**config.mk**
```make
export PLATFORM = sky130hd
export DESIGN_NAME = clock_phase_sequencer
export DESIGN_NICKNAME = d
export VERILOG_FILES = /design/src/rtl/clock_phase_sequencer.sv
export SDC_FILE = /design/constraint.sdc
export NUM_CORES = 1
export LEC_CHECK = 0
export BUFFER_PORTS_ARGS = -buffer_cell sky130_fd_sc_hd__buf_2
export CAP_MARGIN = 15
export CELL_PAD_IN_SITES_DETAIL_PLACEMENT = 1
export CELL_PAD_IN_SITES_GLOBAL_PLACEMENT = 2
export CORE_UTILIZATION = 39
export DETAILED_ROUTE_END_ITERATION = 6
export PLACE_DENSITY = 0.91
export SLEW_MARGIN = 20
export SYNTH_ARGS = -nofsm -noshare
export SYNTH_HDL_FRONTEND = slang
export SYNTH_SLANG_ARGS = --single-unit
```
**constraint.sdc**
```tcl
create_clock -name clk -period 4.2 [get_ports clk]
set_input_delay 0.63 -clock clk [delete_from_list [all_inputs] [get_ports clk]]
set_output_delay 0.63 -clock clk [all_outputs]
set_load 0.05 [all_outputs]
```
**src/rtl/clock_phase_sequencer.sv**
```systemverilog
// Four-phase instruction sequencer: one-cycle clock-enable strobes for FETCH/EXEC/MEM/WB,
// programmable phase length, post-reset startup delay and a debug halt/single-step handshake.
module clock_phase_sequencer #(
    parameter int DIV_W          = 8,
    parameter int STARTUP_CYCLES = 16
) (
    input  logic             clk,
    input  logic             resetn,
    input  logic [DIV_W-1:0] div_sel,
    input  logic             halt,
    input  logic             step,
    output logic             imem_en,
    output logic             proc_en,
    output logic             dmem_en,
    output logic             regfile_en,
    output logic             cycle_done,
    output logic [1:0]       phase,
    output logic             running,
    output logic [31:0]      instr_count
);

    localparam int SU_W = (STARTUP_CYCLES > 1) ? $clog2(STARTUP_CYCLES) : 1;

    localparam logic [SU_W-1:0]  SU_LAST  = SU_W'(STARTUP_CYCLES - 1);
    localparam logic [SU_W-1:0]  SU_ONE   = SU_W'(1);
    localparam logic [SU_W-1:0]  SU_ZERO  = {SU_W{1'b0}};
    localparam logic [DIV_W-1:0] DIV_ONE  = DIV_W'(1);
    localparam logic [DIV_W-1:0] DIV_ZERO = {DIV_W{1'b0}};

    localparam logic [1:0] PH_FETCH = 2'd0;
    localparam logic [1:0] PH_EXEC  = 2'd1;
    localparam logic [1:0] PH_MEM   = 2'd2;
    localparam logic [1:0] PH_WB    = 2'd3;

    typedef enum logic [1:0] {
        ST_RESET_WAIT = 2'd0,
        ST_RUN        = 2'd1,
        ST_HALTED     = 2'd2,
        ST_STEP       = 2'd3
    } state_t;

    state_t           state_r;
    state_t           state_s;
    logic [SU_W-1:0]  su_cnt_r;
    logic [SU_W-1:0]  su_cnt_s;
    logic [DIV_W-1:0] ph_cnt_r;
    logic [DIV_W-1:0] ph_cnt_s;
    logic [DIV_W-1:0] div_q_r;
    logic [DIV_W-1:0] div_q_s;
    logic [1:0]       phase_r;
    logic [1:0]       phase_s;
    logic [31:0]      instr_count_r;
    logic [31:0]      instr_count_s;

    logic             imem_en_r;
    logic             proc_en_r;
    logic             dmem_en_r;
    logic             regfile_en_r;
    logic             cycle_done_r;
    logic             running_r;
    logic             imem_en_s;
    logic             proc_en_s;
    logic             dmem_en_s;
    logic             regfile_en_s;
    logic             cycle_done_s;
    logic             running_s;

    logic             start_s;
    logic             last_s;
    logic             active_s;
    logic             boundary_s;

    assign last_s     = (ph_cnt_r == div_q_r);
    assign active_s   = (state_r == ST_RUN) || (state_r == ST_STEP);
    assign boundary_s = active_s && (phase_r == PH_WB) && last_s;

    // Next-state, phase counter, latched divider and instruction counter.
    always_comb begin
        state_s       = state_r;
        su_cnt_s      = su_cnt_r;
        ph_cnt_s      = ph_cnt_r;
        div_q_s       = div_q_r;
        phase_s       = phase_r;
        instr_count_s = instr_count_r;
        start_s       = 1'b0;
        case (state_r)
            ST_RESET_WAIT: begin
                if (su_cnt_r == SU_LAST) begin
                    state_s  = ST_RUN;
                    su_cnt_s = SU_ZERO;
                    phase_s  = PH_FETCH;
                    start_s  = 1'b1;
                end else begin
                    su_cnt_s = su_cnt_r + SU_ONE;
                end
            end
            ST_RUN, ST_STEP: begin
                if (boundary_s) begin
                    instr_count_s = instr_count_r + 32'd1;
                    phase_s       = PH_FETCH;
                    // A stepped instruction always parks again; halt only matters in RUN.
                    if ((state_r == ST_STEP) || halt) begin
                        state_s  = ST_HALTED;
                        ph_cnt_s = DIV_ZERO;
                    end else begin
                        start_s = 1'b1;
                    end
                end else if (last_s) begin
                    phase_s = phase_r + 2'd1;
                    start_s = 1'b1;
                end else begin
                    ph_cnt_s = ph_cnt_r + DIV_ONE;
                end
            end
            ST_HALTED: begin
                // Release has priority over a simultaneous step pulse.
                if (!halt) begin
                    state_s = ST_RUN;
                    phase_s = PH_FETCH;
                    start_s = 1'b1;
                end else if (step) begin
                    state_s = ST_STEP;
                    phase_s = PH_FETCH;
                    start_s = 1'b1;
                end else begin
                    phase_s  = PH_FETCH;
                    ph_cnt_s = DIV_ZERO;
                end
            end
            default: begin
                state_s  = ST_RESET_WAIT;
                su_cnt_s = SU_ZERO;
                ph_cnt_s = DIV_ZERO;
                phase_s  = PH_FETCH;
            end
        endcase
        if (start_s) begin
            ph_cnt_s = DIV_ZERO;
            div_q_s  = div_sel;
        end else begin
            div_q_s  = div_q_r;
        end
    end

    // Output values for the cycle that follows the next clock edge.
    always_comb begin
        imem_en_s    = 1'b0;
        proc_en_s    = 1'b0;
        dmem_en_s    = 1'b0;
        regfile_en_s = 1'b0;
        running_s    = (state_s == ST_RUN) || (state_s == ST_STEP);
        cycle_done_s = running_s && (phase_s == PH_WB) && (ph_cnt_s == div_q_s);
        if (start_s) begin
            case (phase_s)
                PH_FETCH: imem_en_s    = 1'b1;
                PH_EXEC:  proc_en_s    = 1'b1;
                PH_MEM:   dmem_en_s    = 1'b1;
                PH_WB:    regfile_en_s = 1'b1;
                default:  imem_en_s    = 1'b0;
            endcase
        end else begin
            imem_en_s = 1'b0;
        end
    end

    // State and registered outputs; asynchronous reset clears everything.
    always_ff @(posedge clk or negedge resetn) begin
        if (!resetn) begin
            state_r       <= ST_RESET_WAIT;
            su_cnt_r      <= SU_ZERO;
            ph_cnt_r      <= DIV_ZERO;
            div_q_r       <= DIV_ZERO;
            phase_r       <= PH_FETCH;
            instr_count_r <= 32'd0;
            imem_en_r     <= 1'b0;
            proc_en_r     <= 1'b0;
            dmem_en_r     <= 1'b0;
            regfile_en_r  <= 1'b0;
            cycle_done_r  <= 1'b0;
            running_r     <= 1'b0;
        end else begin
            state_r       <= state_s;
            su_cnt_r      <= su_cnt_s;
            ph_cnt_r      <= ph_cnt_s;
            div_q_r       <= div_q_s;
            phase_r       <= phase_s;
            instr_count_r <= instr_count_s;
            imem_en_r     <= imem_en_s;
            proc_en_r     <= proc_en_s;
            dmem_en_r     <= dmem_en_s;
            regfile_en_r  <= regfile_en_s;
            cycle_done_r  <= cycle_done_s;
            running_r     <= running_s;
        end
    end

    assign imem_en     = imem_en_r;
    assign proc_en     = proc_en_r;
    assign dmem_en     = dmem_en_r;
    assign regfile_en  = regfile_en_r;
    assign cycle_done  = cycle_done_r;
    assign phase       = phase_r;
    assign running     = running_r;
    assign instr_count = instr_count_r;

endmodule

```
# == Yosys cells after proc, flatten, opt, wreduce, memory -nomap -nowiden ==
# Index checks and enable logic that the tools add are counted.
# op_classes
add_sub_neg,4
eq_ne,12
mux,34
reduce_logical,11
# ops
op,count
$mux W8,7
$add A32 B1 Y32 const B,1
$eq A8 B8 Y1,2
$mux W2,8
$pmux W8 S2,1
$mux W1,14
$eq A2 B2 Y1 const B,6
$pmux W2 S3,2
$add A8 B1 Y8 const B,1
$eq A2 B1 Y1 const B,3
$add A4 B1 Y4 const B,1
$eq A4 B4 Y1 const B,1
$logic_and A1 B1 Y1,4
$logic_not A2 Y1,2
$mux W4,1
$logic_or A1 B1 Y1,3
$pmux W1 S3,1
$add A2 B1 Y2 const B,1
$reduce_and A2 Y1,1
$reduce_or A2 Y1,1
# word_totals
regBits,62
input_bits,12

# == Depth between registers and ports, before layout ==
# logic_depth
word_depth,10
ltp_mapped,10
depth_no_buf,9

# == Worst setup path after synthesis ==
# Ideal clock, no wire load.
# synth_path
path_kind,register to register
from,"register phase_r[0], in the netlist phase[0]"
to,"register cycle_done_r, in the netlist cycle_done"
setup_ns,0.107
arrival_ns,2.720
required_time_ns,4.093
path_slack_ns,1.373
path_stages_with_launch,10
n_path_buf,0
synth_period_minus_slack_ns,2.827
cell_sequence,dfrtp_1 > ha_1 > inv_1 > or3_1 > or4_1 > nand2_1 > a21boi_0 > xnor2_1 > o31a_1 > a2111oi_4
# synth_via
elab_chain_len,9
# synth_rtl
item,line,rtl
from (decl),50,logic [1:0] phase_r;
from (signal assigned),186,phase_r <= phase_s;
"parallel branches: the longest is 8 deep, another holds $mux W8",-,
$logic_and A1 B1 Y1 *,152,cycle_done_s = running_s && (phase_s == PH_WB) && (ph_cnt_s == div_q_s);
via cycle_done_s,65,logic cycle_done_s;
to (signal assigned),192,cycle_done_r <= cycle_done_s;
to (decl),59,logic cycle_done_r;
# Mark *: on every way through the listed nets, which the timed path passes.
# A chain may end at the register's enable or synchronous reset.

==> results_dict.tcl <==
set metrics [dict create \
    asyncSetResetFlopFracSynth 1.00 \
    io_pins 52 \
    cts_max_level 3 \
    startpoint_type "flop" \
    antenna_found_initial 0 \
    start_util 0.406 \
    cts_tree "built" \
    hpwlAfterDp_mm 5.49 \
    drt-initial-drc-count 83 \
    finish.net_count 371 \
    finalSetupTns_ns 0 \
    antenna_cells 0 \
    power.density_cell_area_mw_per_mm2 317 \
    viasPerCell 5.32 \
    dp_slack_ns 1.20 \
    place.port_buffers 51 \
    root_buffer "clkbuf_8" \
    dp.cells 446 \
    synth_fa_ha_area_frac 0.0158 \
    wl_mm 7.45 \
    ys_ff_latch 61 \
    syn-cell-area_mm2 0.00317 \
    cts_hold_buf 0 \
    hold_path.class "in2async" \
    grt_max_degree 50 \
    drc 0 \
    postCtsSetupBuffers 0 \
    end_kind "flop" \
    synth_cell_types 50 \
    grt_usage 0.195 \
    min_period_over_period 0.698 \
    vdd_drop_max_uv 186 \
    firstDrtPassIters 4 \
    synth_xor_area_frac 0.122 \
    grt.overflow.total 0 \
    clock_path_buffers 2 \
    yosysWarnings 0 \
    skew_ns 0.00965 \
    clock.fmax_ghz 0.341 \
    core_mm2 0.00781 \
    synthFlopType "dfrtp_1" \
    rr_worst_depth 8 \
    syn_inst 298 \
    synth_top_family_by_area "simple AND/OR/NAND/NOR gates" \
    slew_violations 0 \
    worst_slew_pin_slew_ns 0.782 \
    synth-edff-count 0 \
    maxCapViolCount 0 \
    dieArea_mm2 0.00849 \
    synthSimpleGateAreaFrac 0.213 \
    setup_viol 0 \
    synth_largest_area_cell "dfrtp_1" \
    ant_nets 0 \
    clock_sinks 61 \
    synthTopCellsByArea "dfrtp_1, xnor2_1, nand2_1" \
    critPathKind "reg2reg" \
    die_x_um 92.1 \
    ys_seq_area_frac 0.482 \
    rsz0062_at_grt "false" \
    worstPathArrival_ns 3.17 \
    wl_per_cell_um 16.2 \
    gp_congestion 0.799 \
    grt_pass1_wl_mm 12.8 \
    synth-compound-area-share 0.107 \
    min_period_ns 2.93 \
    fp-row-count 32 \
    synthMuxAreaShare 0.0355 \
    hold_slack_ns 0.305 \
    cp_max_fo 19 \
    syn_avg_cell_area_um2 10.6 \
    timing.slew.headroom 0.476 \
    syn_nets 314 \
    synth_top_area_frac 0.482 \
    synthTopCellsByCount "dfrtp_1, xnor2_1, nand2_1, nor2_1, nand3_1" \
    synth.most_common_cell "dfrtp_1" \
    stdcell_count 461 \
    die_y_um 92.1 \
    areaGrowthSynthToFinish_pct 17.8 \
    cts_made_buffers 9 \
    clk_pin_slew_worst_paths_ns 0.07 \
    num_vias 2452 \
    hold_viol_final 0 \
    postCtsResizedCells 0 \
    outcome "complete, no violations" \
    p_leak_nw 1.86 \
    critical_path_required_ns 4.44 \
    grt_pass1_vias 2616 \
    drive_gt1_frac 0.273 \
    worst_slack_ns 1.27 \
    clk_latency_ns 0.35 \
]
==> flip-flops by register name, indices dropped and copies added (netlist names), 2 cells and up <==
register     count
ph_cnt_r         8
phase            2
instr_count     32
div_q_r          8
su_cnt_r         4
==> path summary, 6_finish.rpt <==
check                                start              end  slack (ns)
hold reg to reg            instr_count[31]  instr_count[31]        0.48
setup reg to reg                   running       cycle_done        1.27
hold / removal                      resetn  instr_count[11]        0.30
min in group clk           instr_count[31]  instr_count[31]        0.48
max in group asynchronous           resetn  instr_count[15]        3.27
setup / recovery                   running       cycle_done        1.27
==> critical path, stage by stage, from the launching register on <==
cell       delay, ns
dfrtp_1         0.67
inv_1           0.17
o21ai_1         0.26
nor2_1          0.12
a31o_1          0.44
or3_4           0.48
a2111oi_4       0.30
o2111ai_2       0.18
a2111oi_4       0.21
==> cell usage in the layout, fill, tap and decap left out, types with 3 or more instances in the layout <==
master / n
clkbuf_8: 10
nand4_1: 7
clkinv_2: 3
dfrtp_1: 61
ha_1: 4
nor2_1: 23
nand3_1: 15
inv_1: 10
nor3_1: 3
o21ai_0: 12
xnor2_1: 34
buf_2: 50
a21oi_1: 8
xor2_1: 10
mux2_2: 10
or2_2: 5
a31oi_1: 3
nor4_4: 3
o22ai_1: 3
and3_1: 11
nand2_1: 31
==> cells by family (layout without fill, tap and decap cells) <==
kind of cell	Yosys count	after routing
and+or+nand+nor	118	118
DFF	61	61
AOI/OAI and AO/OA	45	45
xor gates and xnor gates	44	44
buffers and inverters	16	77
muxes	10	10
adders and majority gates	4	4
==> report_power, final <==
group / switching (W) / leakage (nW) / internal, W
clock network: 0.000233 / 0.112 / 0.000344
registers: 0 / 0.812 / 0.000587
logic: 0.0000143 / 0.939 / 0.00000506
==> layout make-up <==
| type | instances | area, µm² |
|---|---|---|
| clock inverter | 5 | 75.1 |
| tap | 102 | 128 |
| timing repair buffer | 52 | 265 |
| inverter | 10 | 37.5 |
| fill | 908 | 4080 |
| sequential | 61 | 1530 |
| multi-input combinational | 221 | 1560 |
| clock buffer | 10 | 138 |
==> metrics by stage <==
step,total power [W],utilization,instance area (µm²)
after detailed placement,0.000619,0.451,3520
after global routing,0.00123,0.478,3730
after global placement,0.000618,0.450,3520
after floorplan,0.000599,-,3170
final,0.00118,0.478,3730
after CTS,0.00119,0.478,3730
==> routing by layer <==
metal / wire length, µm / vias up / part of all wire / GRT usage
met5: 0 / - / 0 / 0
met4: 87 / 0 / 0.012 / 0.0586
met3: 294 / 10 / 0.039 / 0.0556
met2: 3760 / 56 / 0.51 / 0.326
met1: 3300 / 1217 / 0.44 / 0.244
li1: - / 1169 / - / -
Power figures use the tool's default switching activity.
